[config.mk]
export PLATFORM = sky130hd
export DESIGN_NAME = regfile_arb_swc
export DESIGN_NICKNAME = d
export VERILOG_FILES = /design/src/rtl/regfile_arb_swc.sv
export SDC_FILE = /design/constraint.sdc
export NUM_CORES = 1
export LEC_CHECK = 0
export BUFFER_PORTS_ARGS = -buffer_cell sky130_fd_sc_hd__buf_2
export CAP_MARGIN = 20
export CORE_MARGIN = 2
export CORE_UTILIZATION = 36
export CTS_CLUSTER_DIAMETER = 150
export DETAILED_ROUTE_END_ITERATION = 10
export PLACE_DENSITY = 0.69
export SYNTH_ARGS = -nofsm -noshare
export SYNTH_HDL_FRONTEND = slang
export SYNTH_SLANG_ARGS = --single-unit
[constraint.sdc]
create_clock -name hclk -period 2.2 [get_ports hclk]
set_input_delay 0.11 -clock hclk [delete_from_list [all_inputs] [get_ports hclk]]
set_output_delay 0.11 -clock hclk [all_outputs]
set_load 0.01 [all_outputs]
[src/rtl/regfile_arb_swc.sv]
// Register-file front end: two write requesters share one write port under round-robin
// arbitration, and a single-outstanding read path has RAW-hazard stalling.
module regfile_arb_swc #(
  parameter int RF_AW = 5,
  parameter int RF_DW = 32
) (
  input  logic             hclk,
  input  logic             hrstn,
  input  logic             wr0_valid,
  output logic             wr0_ready,
  input  logic [RF_AW-1:0] wr0_addr,
  input  logic [RF_DW-1:0] wr0_data,
  input  logic             wr1_valid,
  output logic             wr1_ready,
  input  logic [RF_AW-1:0] wr1_addr,
  input  logic [RF_DW-1:0] wr1_data,
  input  logic             rd_valid,
  output logic             rd_ready,
  input  logic [RF_AW-1:0] rd_addr1,
  input  logic [RF_AW-1:0] rd_addr2,
  input  logic             rd_en1,
  input  logic             rd_en2,
  output logic             rsp_valid,
  input  logic             rsp_ready,
  output logic [RF_DW-1:0] rsp_data1,
  output logic [RF_DW-1:0] rsp_data2,
  output logic             reg_wen,
  output logic [RF_AW-1:0] reg_waddr,
  output logic [RF_DW-1:0] reg_wdata,
  output logic             reg_ren_1,
  output logic             reg_ren_2,
  output logic [RF_AW-1:0] reg_raddr_1,
  output logic [RF_AW-1:0] reg_raddr_2,
  input  logic [RF_DW-1:0] reg_rdata_1,
  input  logic [RF_DW-1:0] reg_rdata_2,
  output logic [15:0]      wr_conflict_cnt
);

  typedef enum logic [1:0] {S_IDLE, S_WAIT, S_RESP} rd_state_e;

  rd_state_e        state_q;
  logic             prio_q;   // requester favoured when both are valid
  logic [15:0]      cnt_q;
  logic             en1_q, en2_q;
  logic             rsp_valid_q;
  logic [RF_DW-1:0] rsp_data1_q, rsp_data2_q;

  logic gnt0, gnt1, haz1, haz2, rd_fire;

  always_comb begin
    gnt0 = hrstn && wr0_valid && (!wr1_valid || !prio_q);
    gnt1 = hrstn && wr1_valid && (!wr0_valid || prio_q);
    // A granted write to the same address is forwarded by the regfile bypass, so only losers stall
    haz1 = rd_en1 && (rd_addr1 != '0) &&
           ((wr0_valid && (wr0_addr == rd_addr1) && !gnt0) ||
            (wr1_valid && (wr1_addr == rd_addr1) && !gnt1));
    haz2 = rd_en2 && (rd_addr2 != '0) &&
           ((wr0_valid && (wr0_addr == rd_addr2) && !gnt0) ||
            (wr1_valid && (wr1_addr == rd_addr2) && !gnt1));
    rd_ready = hrstn && (state_q == S_IDLE) && !haz1 && !haz2;
    rd_fire  = rd_valid && rd_ready;

    wr0_ready = gnt0;
    wr1_ready = gnt1;
    reg_wen   = 1'b0;
    reg_waddr = '0;
    reg_wdata = '0;
    if (gnt0 && (wr0_addr != '0)) begin
      reg_wen   = 1'b1;
      reg_waddr = wr0_addr;
      reg_wdata = wr0_data;
    end else if (gnt1 && (wr1_addr != '0)) begin
      reg_wen   = 1'b1;
      reg_waddr = wr1_addr;
      reg_wdata = wr1_data;
    end

    reg_ren_1   = 1'b0;
    reg_ren_2   = 1'b0;
    reg_raddr_1 = '0;
    reg_raddr_2 = '0;
    if (rd_fire) begin
      reg_ren_1   = rd_en1;
      reg_ren_2   = rd_en2;
      reg_raddr_1 = rd_addr1;
      reg_raddr_2 = rd_addr2;
    end
  end

  always_ff @(posedge hclk or negedge hrstn) begin
    if (!hrstn) begin
      state_q     <= S_IDLE;
      prio_q      <= 1'b0;
      cnt_q       <= '0;
      en1_q       <= 1'b0;
      en2_q       <= 1'b0;
      rsp_valid_q <= 1'b0;
      rsp_data1_q <= '0;
      rsp_data2_q <= '0;
    end else begin
      if (gnt0)      prio_q <= 1'b1;
      else if (gnt1) prio_q <= 1'b0;

      if (wr0_valid && wr1_valid && (cnt_q != 16'hFFFF)) cnt_q <= cnt_q + 16'd1;

      case (state_q)
        S_IDLE: if (rd_fire) begin
          en1_q   <= rd_en1;
          en2_q   <= rd_en2;
          state_q <= S_WAIT;
        end
        S_WAIT: begin
          rsp_data1_q <= en1_q ? reg_rdata_1 : '0;
          rsp_data2_q <= en2_q ? reg_rdata_2 : '0;
          rsp_valid_q <= 1'b1;
          state_q     <= S_RESP;
        end
        S_RESP: if (rsp_ready) begin
          rsp_valid_q <= 1'b0;
          state_q     <= S_IDLE;
        end
        default: state_q <= S_IDLE;
      endcase
    end
  end

  assign rsp_valid       = rsp_valid_q;
  assign rsp_data1       = rsp_data1_q;
  assign rsp_data2       = rsp_data2_q;
  assign wr_conflict_cnt = cnt_q;

endmodule
# Yosys cells after proc, flatten, opt, wreduce, memory -nomap -nowiden
# Cells that the tools add are included.
# totals
wordCells	82
inputBits	156
out_inout_bits	134
ff_bits	86
# classes
muxes	19
n_addsub	1
n_eq_ne	9
n_reduce_logical	45
# op_table
cell	count
$mux 32	4
$logic_and 1x1->1	24
$eq 5x5->1	4
$mux 5	4
$reduce_bool 5->1	4
$add 16x1->16 const B	1
$ne 16x16->1 const B	1
$logic_not 1->1	7
$mux 1	7
$pmux 2 s3	1
$reduce_and 2->1	3
$logic_or 1x1->1	4
$mux 2	2
$ne 2x2->1 const B	2
$reduce_bool 2->1	2
$eq 2x1->1 const B	1
$eq 2x2->1 const B	1
$logic_not 2->1	1
$pmux 1 s2	1

# Logic depth before layout (Yosys ltp)
# Gate-level depths: netlist of the first run.
# depth
depth_word	13
ltp_mapped	7
ltp_nobuf	7

# Worst setup path after synthesis of the first run
# No wires, ideal clock.
# synth_path
path_type	reg2reg
start	register cnt_q[5], in the netlist wr_conflict_cnt[5]
end	register cnt_q[11], in the netlist wr_conflict_cnt[11]
setup_time_ns	0.132
period_less_slack_ns	1.780
required_time_ns	2.068
t_arrival_ns	1.648
path_stages_with_launch	7
n_path_buf	0
path_slack_ns	0.420
path_cell_list	dfrtp_1 and4_1 nand2_1 o41a_1 nand2_1 nor3_1 xor2_1
# synth_via
elab_chain_cells	2
elab_cells_between_ends	3
classes_between	add/sub (1); eq/ne (1); reduce/logical (1)
# synth_rtl
item	line	text
from (decl)	43	logic [15:0] cnt_q;
from (signal assigned)	104	if (wr0_valid && wr1_valid && (cnt_q != 16'hFFFF)) cnt_q <= cnt_q + 16'd1;
branches (longest 2 deep; another with $add 16x1->16)	--	
# Parallel ways; which one is timed is not known.
# A chain may end at the register's enable or synchronous reset.

# Worst setup path after layout of the first run
# layout_path
start	register prio_q
end	output reg_ren_1
# layout_via
elab_chain_cells	12
elab_cells_between_ends	21
classes_between	mux (1); reduce/logical (20)
# layout_rtl
item	line	text
from (decl)	42	logic prio_q;
from (signal assigned)	93	prio_q <= 1'b0;
from (signal assigned)	101	if (gnt0) prio_q <= 1'b1;
from (signal assigned)	102	else if (gnt1) prio_q <= 1'b0;
$logic_not 1->1	51	gnt0 = hrstn && wr0_valid && (!wr1_valid || !prio_q);
$logic_or 1x1->1	51	
$logic_and 1x1->1	51	
$logic_not 1->1	55, 58	
$logic_and 1x1->1	55	((wr0_valid && (wr0_addr == rd_addr1) && !gnt0) ||
$logic_or 1x1->1	55	
$logic_and 1x1->1	54	haz1 = rd_en1 && (rd_addr1 != '0) &&
$logic_not 1->1	60	rd_ready = hrstn && (state_q == S_IDLE) && !haz1 && !haz2;
$logic_and 1x1->1	60	
$logic_and 1x1->1 *	60	
$logic_and 1x1->1 *	61	rd_fire = rd_valid && rd_ready;
$mux 1 *	82	if (rd_fire) begin
to (decl)	30	output logic reg_ren_1,
# Every way passes the cells marked *; elsewhere a longest branch is shown, timed or not.

==> impl_summary.txt, run 1 <==
----------------------------------------------------
[Run status]
  Status ... finished clean

[Setup path]
  Endpoint class of the critical path ... output port
  Startpoint of the most critical register-to-register path ... prio_q$_DFFE_PN0P_
  Crit path max-delay cell type ... sky130_fd_sc_hd__dfrtp_1
  Required arrival time at the worst endpoint ... 2.09 ns
  Maximum single-stage delay on the critical path ... 0.40 ns
  CP Data Arrival Time ... 2.07 ns
  Critical-path cell list ... and2_4 -> o21ai_2 -> nor4_1 -> o221a_1 -> nor3_4 -> buf_12 -> and2_1 -> buf_2
  Cell depth of the worst flop-to-flop path ... 9
  Sort of element at the start of the critical path ... flop
  End of the worst register-to-register path ... en1_q$_DFFE_PN0P_
  FF-to-FF setup slack ... 0.14 ns
  Crit-path max FO ... 13
  Worst Path Class, Setup ... reg2out

[Placement]
  Half-perimeter wire length after detailed placement ... 11.1 mm
  Final GP Congestion ... 0.885
  Placed inst area ... 0.00585 mm²
  Number of cells in the design after placement ... 881
  Number of buffers inserted by port buffering ... 289

[Synth]
  EDFF count, synth ... 0
  Main area contributors after synthesis ... sky130_fd_sc_hd__dfrtp_1, sky130_fd_sc_hd__nand2_1, sky130_fd_sc_hd__o21ai_0
  Synth Area per Inst ... 9.01 µm²
  Post-synth top flop ... sky130_fd_sc_hd__dfrtp_1
  Synthesized Nets ... 626
  Share of Yosys cell area claimed by the top area cell type ... 0.509
  Cell type contributing the most total cell area after synthesis ... sky130_fd_sc_hd__dfrtp_1
  Synthesis-stage register bit count ... 86
  Yosys warnings ... 0
  Synthesized instance count ... 469
  Post-synth cell types ... 32
  Share of async-settable or async-resettable flops after synthesis ... 1.00
  Share of synthesized area occupied by flip-flops and latches ... 0.509
  Synth Cell Area ... 0.00422 mm²

[GRT]
  Pin count of the biggest net entering global routing ... 77
  GRT Total Usage ... 0.225
  Number of global-route vias before repair ... 4479
  Global-route wire length before repair ... 22.5 mm
  Initial antenna violation count ... 0
  Congestion Overflow GR ... 0

[Routing]
  First-iteration detailed-routing DRC count ... 282
  Via density per instance ... 4.98
  Post-route DRC violation count ... 0
  WL/cell ... 15.9 µm
  Total Wirelength ... 14.4 mm
  Vias post-DR ... 4489
  Antenna-violating nets left ... 0
  Number of iterations in the first detailed-routing pass ... 4

[STA]
  Fin crit period ... 2.18 ns
  Final-report max-slew violation count ... 0
  Ratio of final minimum period to clock period ... 0.990
  Max Freq ... 0.459 GHz
  Post-route worst hold slack ... 0.0175 ns
  Slew at the pin closest to its max-slew limit ... 1.04 ns
  Layout Skew ... 0.00749 ns
  Unrepaired setup endpoints after global routing ... yes
  Setup-violating endpoint count in the final report ... 0
  Slew HR ... 0.310
  Fin. Hold Viols ... 0

[Worst hold path]
  Hold_sp ... reg_rdata_2[25]
  Number of stages on the worst hold path ... 3
  Min-Delay Path Class ... in2reg
  End of the worst hold path ... rsp_data2[25]$_DFFE_PN0P_

[Floorplan]
  Top Ports ... 290
  Starting Density ... 0.370
  Area enclosed by the die boundary ... 0.0126 mm²
  Core Footprint ... 0.0114 mm²
  Horiz. Die Dim ... 112 µm
  DIE HEIGHT ... 112 µm
  Row cnt ... 39

[Flow run]
  Count of max-cap constraint violations ... 0

[Clocking]
  Skew-Pair Late Insertion Delay ... 0.33 ns
  Clk sinks ... 86
  CTS tree ... done
  H-Tree Level Count ... 3
  Number of buffers on the longest clock path ... 2
  Clk pin slew, worst setup/hold paths ... 0.07 ns
  Clock root buffer master ... sky130_fd_sc_hd__clkbuf_16
  Number of buffers added by the clock tree synthesis step ... 9

[Cells and area]
  Final cell count without fillers ... 902
  Post-layout nets ... 911
  Area added between synthesis and finish ... 47.2%
  Number of antenna diodes ... 0
  Share of post-route cells with drive strength above 1 ... 0.427
  Total non-filler cell area in the finished layout ... 0.00622 mm²
  Final core utilization ... 0.545

[Pwr]
  Total power per unit cell area ... 934 mW/mm²
  Worst-case vdd ir drop ... 0.555 mV
  Leakage power ... 3.41 nW
  Post-layout power ... 5.81 mW

----------------------------------------------------
[cells by family (layout without fill, tap and decap cells)]
kind of cell	after synthesis	in the layout	synth area share
and+or+nand+nor	198	198	0.203
AOI/OAI and AO/OA	112	112	0.173
DFF	86	86	0.509
xor gates and xnor gates	35	35	0.0726
buffers and inverters	34	324	0.0311
muxes	3	3	0.00800
adders and majority gates	1	1	0.00296
[what timing repair did]
action | CTS | global route
buffers inserted | 2 | 1
endpoints found under the setup margin | 12 | 12
pin swaps | 1 | 0
gates cloned | 0 | 0
resized for setup | 3 | 1
hold endpoints to repair | 10 | 0
hold buffers | 1 | 0
[per-stage QoR]
stage	setup slack, ns	setup TNS (ns)
after floorplan	0.420	0
after global placement	0.189	0
after detailed placement	0.132	0
after CTS	0.0183	0
after global routing	-0.0918	-0.983
final	0.0227	0
[layout make-up]
| cell class | instances | area, µm² |
|---|---|---|
| Clock buffer | 10 | 229 |
| Clock inverter | 6 | 71.3 |
| Fill cell | 1086 | 5200 |
| Inverter | 5 | 18.8 |
| Multi-Input combinational cell | 349 | 1950 |
| Sequential cell | 86 | 2150 |
| Tap cell | 143 | 179 |
| Timing Repair Buffer | 303 | 1610 |
[layout by cell type (no fill, tap or decap), types with 2 or more instances in the layout]
cell type                    Yosys  layout
sky130_fd_sc_hd__o21a_1          2       2
sky130_fd_sc_hd__nor4_1          2       2
sky130_fd_sc_hd__mux2_1          2       2
sky130_fd_sc_hd__xnor2_1        23      23
sky130_fd_sc_hd__buf_12          0       3
sky130_fd_sc_hd__and3_1          2       2
sky130_fd_sc_hd__o21ai_0        67      65
sky130_fd_sc_hd__a22o_1         38      38
sky130_fd_sc_hd__nand4_1         2       2
sky130_fd_sc_hd__inv_1           5       5
sky130_fd_sc_hd__buf_2           0     288
sky130_fd_sc_hd__clkbuf_16       0       9
sky130_fd_sc_hd__clkinv_4        0       2
sky130_fd_sc_hd__nor2_1         11      11
sky130_fd_sc_hd__nor3_1          5       5
sky130_fd_sc_hd__xor2_1         12      12
sky130_fd_sc_hd__dfrtp_1        86      86
sky130_fd_sc_hd__and2_1         14      13
sky130_fd_sc_hd__nand2_1       140     140
sky130_fd_sc_hd__buf_4           1      10
sky130_fd_sc_hd__nand3_1        11      11
sky130_fd_sc_hd__nor2b_1         3       3
sky130_fd_sc_hd__clkinvlp_4      0       2
sky130_fd_sc_hd__or4_1           4       4
[report_power, final]
part / internal [mW] / switching [mW]
Combinational: 0.832 / 1.05
Sequential: 2.05 / 0.335
Clock: 0.889 / 0.646
Total: 3.77 / 2.03
[cells in the mapped netlist (4+ instances only)]
library cell               number
sky130_fd_sc_hd__xnor2_1       23
sky130_fd_sc_hd__nor2_1        11
sky130_fd_sc_hd__nor3_1         5
sky130_fd_sc_hd__nand2_1      140
sky130_fd_sc_hd__inv_1          5
sky130_fd_sc_hd__clkbuf_1      25
sky130_fd_sc_hd__dfrtp_1       86
sky130_fd_sc_hd__o21ai_0       67
sky130_fd_sc_hd__xor2_1        12
sky130_fd_sc_hd__and2_1        14
sky130_fd_sc_hd__nand3_1       11
sky130_fd_sc_hd__or4_1          4
sky130_fd_sc_hd__a22o_1        38
[per-layer routing]
| layer | part of all wire | GRT usage |
|---|---|---|
| met1 | 0.40 | 0.270 |
| met2 | 0.49 | 0.389 |
| met3 | 0.080 | 0.0535 |
| met4 | 0.030 | 0.0919 |
| met5 | 0 | 0 |
[how the worst max path moves through the flow]
stage,startpoint,to,cells past startpoint
6_report,prio_q$_DFFE_PN0P_,reg_ren_1,8
5_1_grt,prio_q$_DFFE_PN0P_,reg_raddr_2[3],8
4_1_cts,prio_q$_DFFE_PN0P_,reg_ren_1,8
3_5_place_dp,prio_q$_DFFE_PN0P_,en2_q$_DFFE_PN0P_,7
3_3_place_gp,prio_q$_DFFE_PN0P_,en2_q$_DFFE_PN0P_,7
2_1_floorplan,wr_conflict_cnt[5]$_DFFE_PN0P_,wr_conflict_cnt[11]$_DFFE_PN0P_,6
[sequential cells by signal, summed over array words and instances, names as in the netlist]
register	flops
en2_q	1
en1_q	1
wr_conflict_cnt	16
rsp_data1	32
rsp_data2	32
prio_q	1
state_q	2
rsp_valid	1
[worst max-delay path, delay by kind of cell, from the launching register on]
| kind | cells | cell delay [ns] |
|---|---|---|
| buffers and inverters | 2 | 0.29 |
| AO/OA/AOI/OAI | 2 | 0.40 |
| flip-flops | 1 | 0.40 |
| AND/OR/NAND/NOR | 4 | 0.63 |
Power figures use the tool's default switching activity.
==> run 2: changes to the inputs <==
Settings changed: HOLD_SLACK_MARGIN from default to 0.03.
Clock period 2.2 ns to 2.8 ns, I/O delays scaled along.
==> run 2 against run 1 <==
- clock skew shrank 0.00054 ns
- sequential cell count stayed put
- combinational power fell by 23%
- die area did not move
- utilization fell by 0.61 points
- global-route usage shrank 0.66 points
- total power shrank 24%
- clock power decreased by 28%
- non-clock buffer count shrank 6
- via count rose by 0.62%
- worst hold slack improved by 0.035 ns
- critical endpoint is now reg_raddr_2[0]
- highest routed layer unchanged
==> impl_summary.txt, run 2 (same netlist as run 1, synthesis figures left out) <==
----------------------------------------------------
[STA]
  Layout Skew ... 0.00696 ns
  Fin crit period ... 2.55 ns
  Ratio of final minimum period to clock period ... 0.909
  Slew HR ... 0.293
  Slew at the pin closest to its max-slew limit ... 1.06 ns
  Unrepaired setup endpoints after global routing ... no
  Setup-violating endpoint count in the final report ... 0
  Final-report max-slew violation count ... 0
  Max Freq ... 0.393 GHz
  Post-Route Setup TNS ... 0 ns
  Fin. Hold Viols ... 0

[Setup path]
  Critical-path cell list ... dlygate4sd3_1 -> buf_4 -> inv_1 -> o21ai_0 -> nor4_1 -> o221a_2 -> nor3_4 -> buf_12 -> and2_1 -> buf_2
  Cell depth of the worst flop-to-flop path ... 8
  Startpoint of the most critical register-to-register path ... prio_q$_DFFE_PN0P_
  End of the worst register-to-register path ... en1_q$_DFFE_PN0P_
  CP Data Arrival Time ... 2.41 ns
  Maximum single-stage delay on the critical path ... 0.56 ns
  Crit path max-delay cell type ... sky130_fd_sc_hd__dlygate4sd3_1
  Endpoint class of the critical path ... output port
  Required arrival time at the worst endpoint ... 2.66 ns
  FF-to-FF setup slack ... 0.68 ns
  Crit-path max FO ... 25
  Worst Path Class, Setup ... in2out
  Sort of element at the start of the critical path ... primary input

[Floorplan]
  Area enclosed by the die boundary ... 0.0126 mm²
  Top Ports ... 290
  Horiz. Die Dim ... 112 µm
  DIE HEIGHT ... 112 µm
  Starting Density ... 0.370
  Core Footprint ... 0.0114 mm²
  Row cnt ... 39

[GRT]
  Congestion Overflow GR ... 0
  Pin count of the biggest net entering global routing ... 130
  Global-route wire length before repair ... 21.9 mm
  Number of global-route vias before repair ... 4377
  GRT Total Usage ... 0.218
  Initial antenna violation count ... 3

[Clocking]
  Number of buffers on the longest clock path ... 2
  H-Tree Level Count ... 3
  CTS tree ... done
  Clock root buffer master ... sky130_fd_sc_hd__clkbuf_16
  Skew-Pair Late Insertion Delay ... 0.33 ns
  Clk pin slew, worst setup/hold paths ... 0.06 ns
  Clk sinks ... 86
  Number of buffers added by the clock tree synthesis step ... 9

[Placement]
  Number of buffers inserted by port buffering ... 289
  Final GP Congestion ... 0.986
  Placed inst area ... 0.00577 mm²
  Half-perimeter wire length after detailed placement ... 10.8 mm

[Cells and area]
  Share of post-route cells with drive strength above 1 ... 0.422
  Total non-filler cell area in the finished layout ... 0.00615 mm²
  Most frequent cells in the layout ... sky130_fd_sc_hd__buf_2, sky130_fd_sc_hd__nand2_1, sky130_fd_sc_hd__dfrtp_1, sky130_fd_sc_hd__o21ai_0, sky130_fd_sc_hd__a22o_1
  Post-layout nets ... 905
  Area added between synthesis and finish ... 45.6%
  Final core utilization ... 0.538
  Most frequent standard cell in the layout excluding fill and tap cells ... sky130_fd_sc_hd__buf_2

[Routing]
  Antenna-violating nets left ... 0
  WL/cell ... 15.5 µm
  Post-route DRC violation count ... 0
  Total Wirelength ... 13.9 mm
  Vias post-DR ... 4517
  First-iteration detailed-routing DRC count ... 239
  Via density per instance ... 5.03
  Number of iterations in the first detailed-routing pass ... 5

[Flow run]
  Count of max-cap constraint violations ... 0

[Run status]
  Status ... finished clean

[Worst hold path]
  Number of stages on the worst hold path ... 3
  End of the worst hold path ... rsp_data1[24]$_DFFE_PN0P_
  Min-Delay Path Class ... in2reg
  Hold_sp ... reg_rdata_1[24]

[Pwr]
  Leakage power ... 3.37 nW
  Total power per unit cell area ... 722 mW/mm²
  Worst-case vdd ir drop ... 0.482 mV
  Post-layout power ... 4.44 mW

----------------------------------------------------
run 2: changes by cell type in the layout (fill, tap and decap cells not counted), sizes merged:
cell | previous run | this run
bufinv | 1 | 0
buf | 302 | 296
clkbuf | 10 | 12
clkinv | 2 | 1
inv | 6 | 5
diode | 0 | 3
run 2: final cells by class:
class | instances | area (µm²)
multi-input cells | 349 | 1950
flip-flops and latches | 86 | 2150
diodes | 3 | 7.51
repair buffers | 297 | 1560
fillers | 1035 | 5270
well taps | 143 | 179
inverters | 5 | 18.8
clock inverters | 3 | 20.0
clock buffers | 12 | 256
run 2: routing by layer:
metal,vias up,global-route usage,part of all wire
met5,-,0,0
met4,0,0.105,0.036
met3,42,0.0664,0.094
met2,266,0.361,0.47
met1,2061,0.261,0.40
li1,2148,-,-
run 2: worst max-delay path: cells and delay by family:
family | cells | cell delay, ns
AO/OA/AOI/OAI | 2 | 0.44
AND/OR/NAND/NOR | 3 | 0.63
buffers and inverters | 5 | 1.18
run 2: worst max-delay path by stage:
stage	startpoint	end	depth (start not counted)
2_1_floorplan	prio_q$_DFFE_PN0P_	reg_wdata[10]	5
3_3_place_gp	hrstn	reg_wdata[21]	7
3_5_place_dp	hrstn	reg_wdata[22]	7
4_1_cts	hrstn	reg_wdata[22]	8
5_1_grt	hrstn	reg_raddr_2[3]	10
6_report	hrstn	reg_raddr_2[0]	10
run 2: what timing repair did:
action | 4_1_cts | 5_1_grt
hold buffers | 1 | 0
hold endpoints to repair | 18 | 0
resized for setup | 0 | 2
setup buffers | 0 | 2
setup endpoints to repair | 0 | 45
run 2: power breakdown:
part	switching (mW)	internal, mW	leakage [nW]	total (mW)
clock	0.459	0.643	0.131	1.10
combinational	0.819	0.644	2.13	1.46
sequential	0.258	1.61	1.11	1.87
run 2: per-stage QoR:
stage	hold WS (ns)	cells	setup WS (ns)
floorplan	-0.156	469	0.997
global placement	0.0575	875	0.696
detailed placement	0.0655	875	0.609
CTS	0.0426	891	0.0173
global route	0.0479	898	0.0329
finish	0.0529	898	0.254
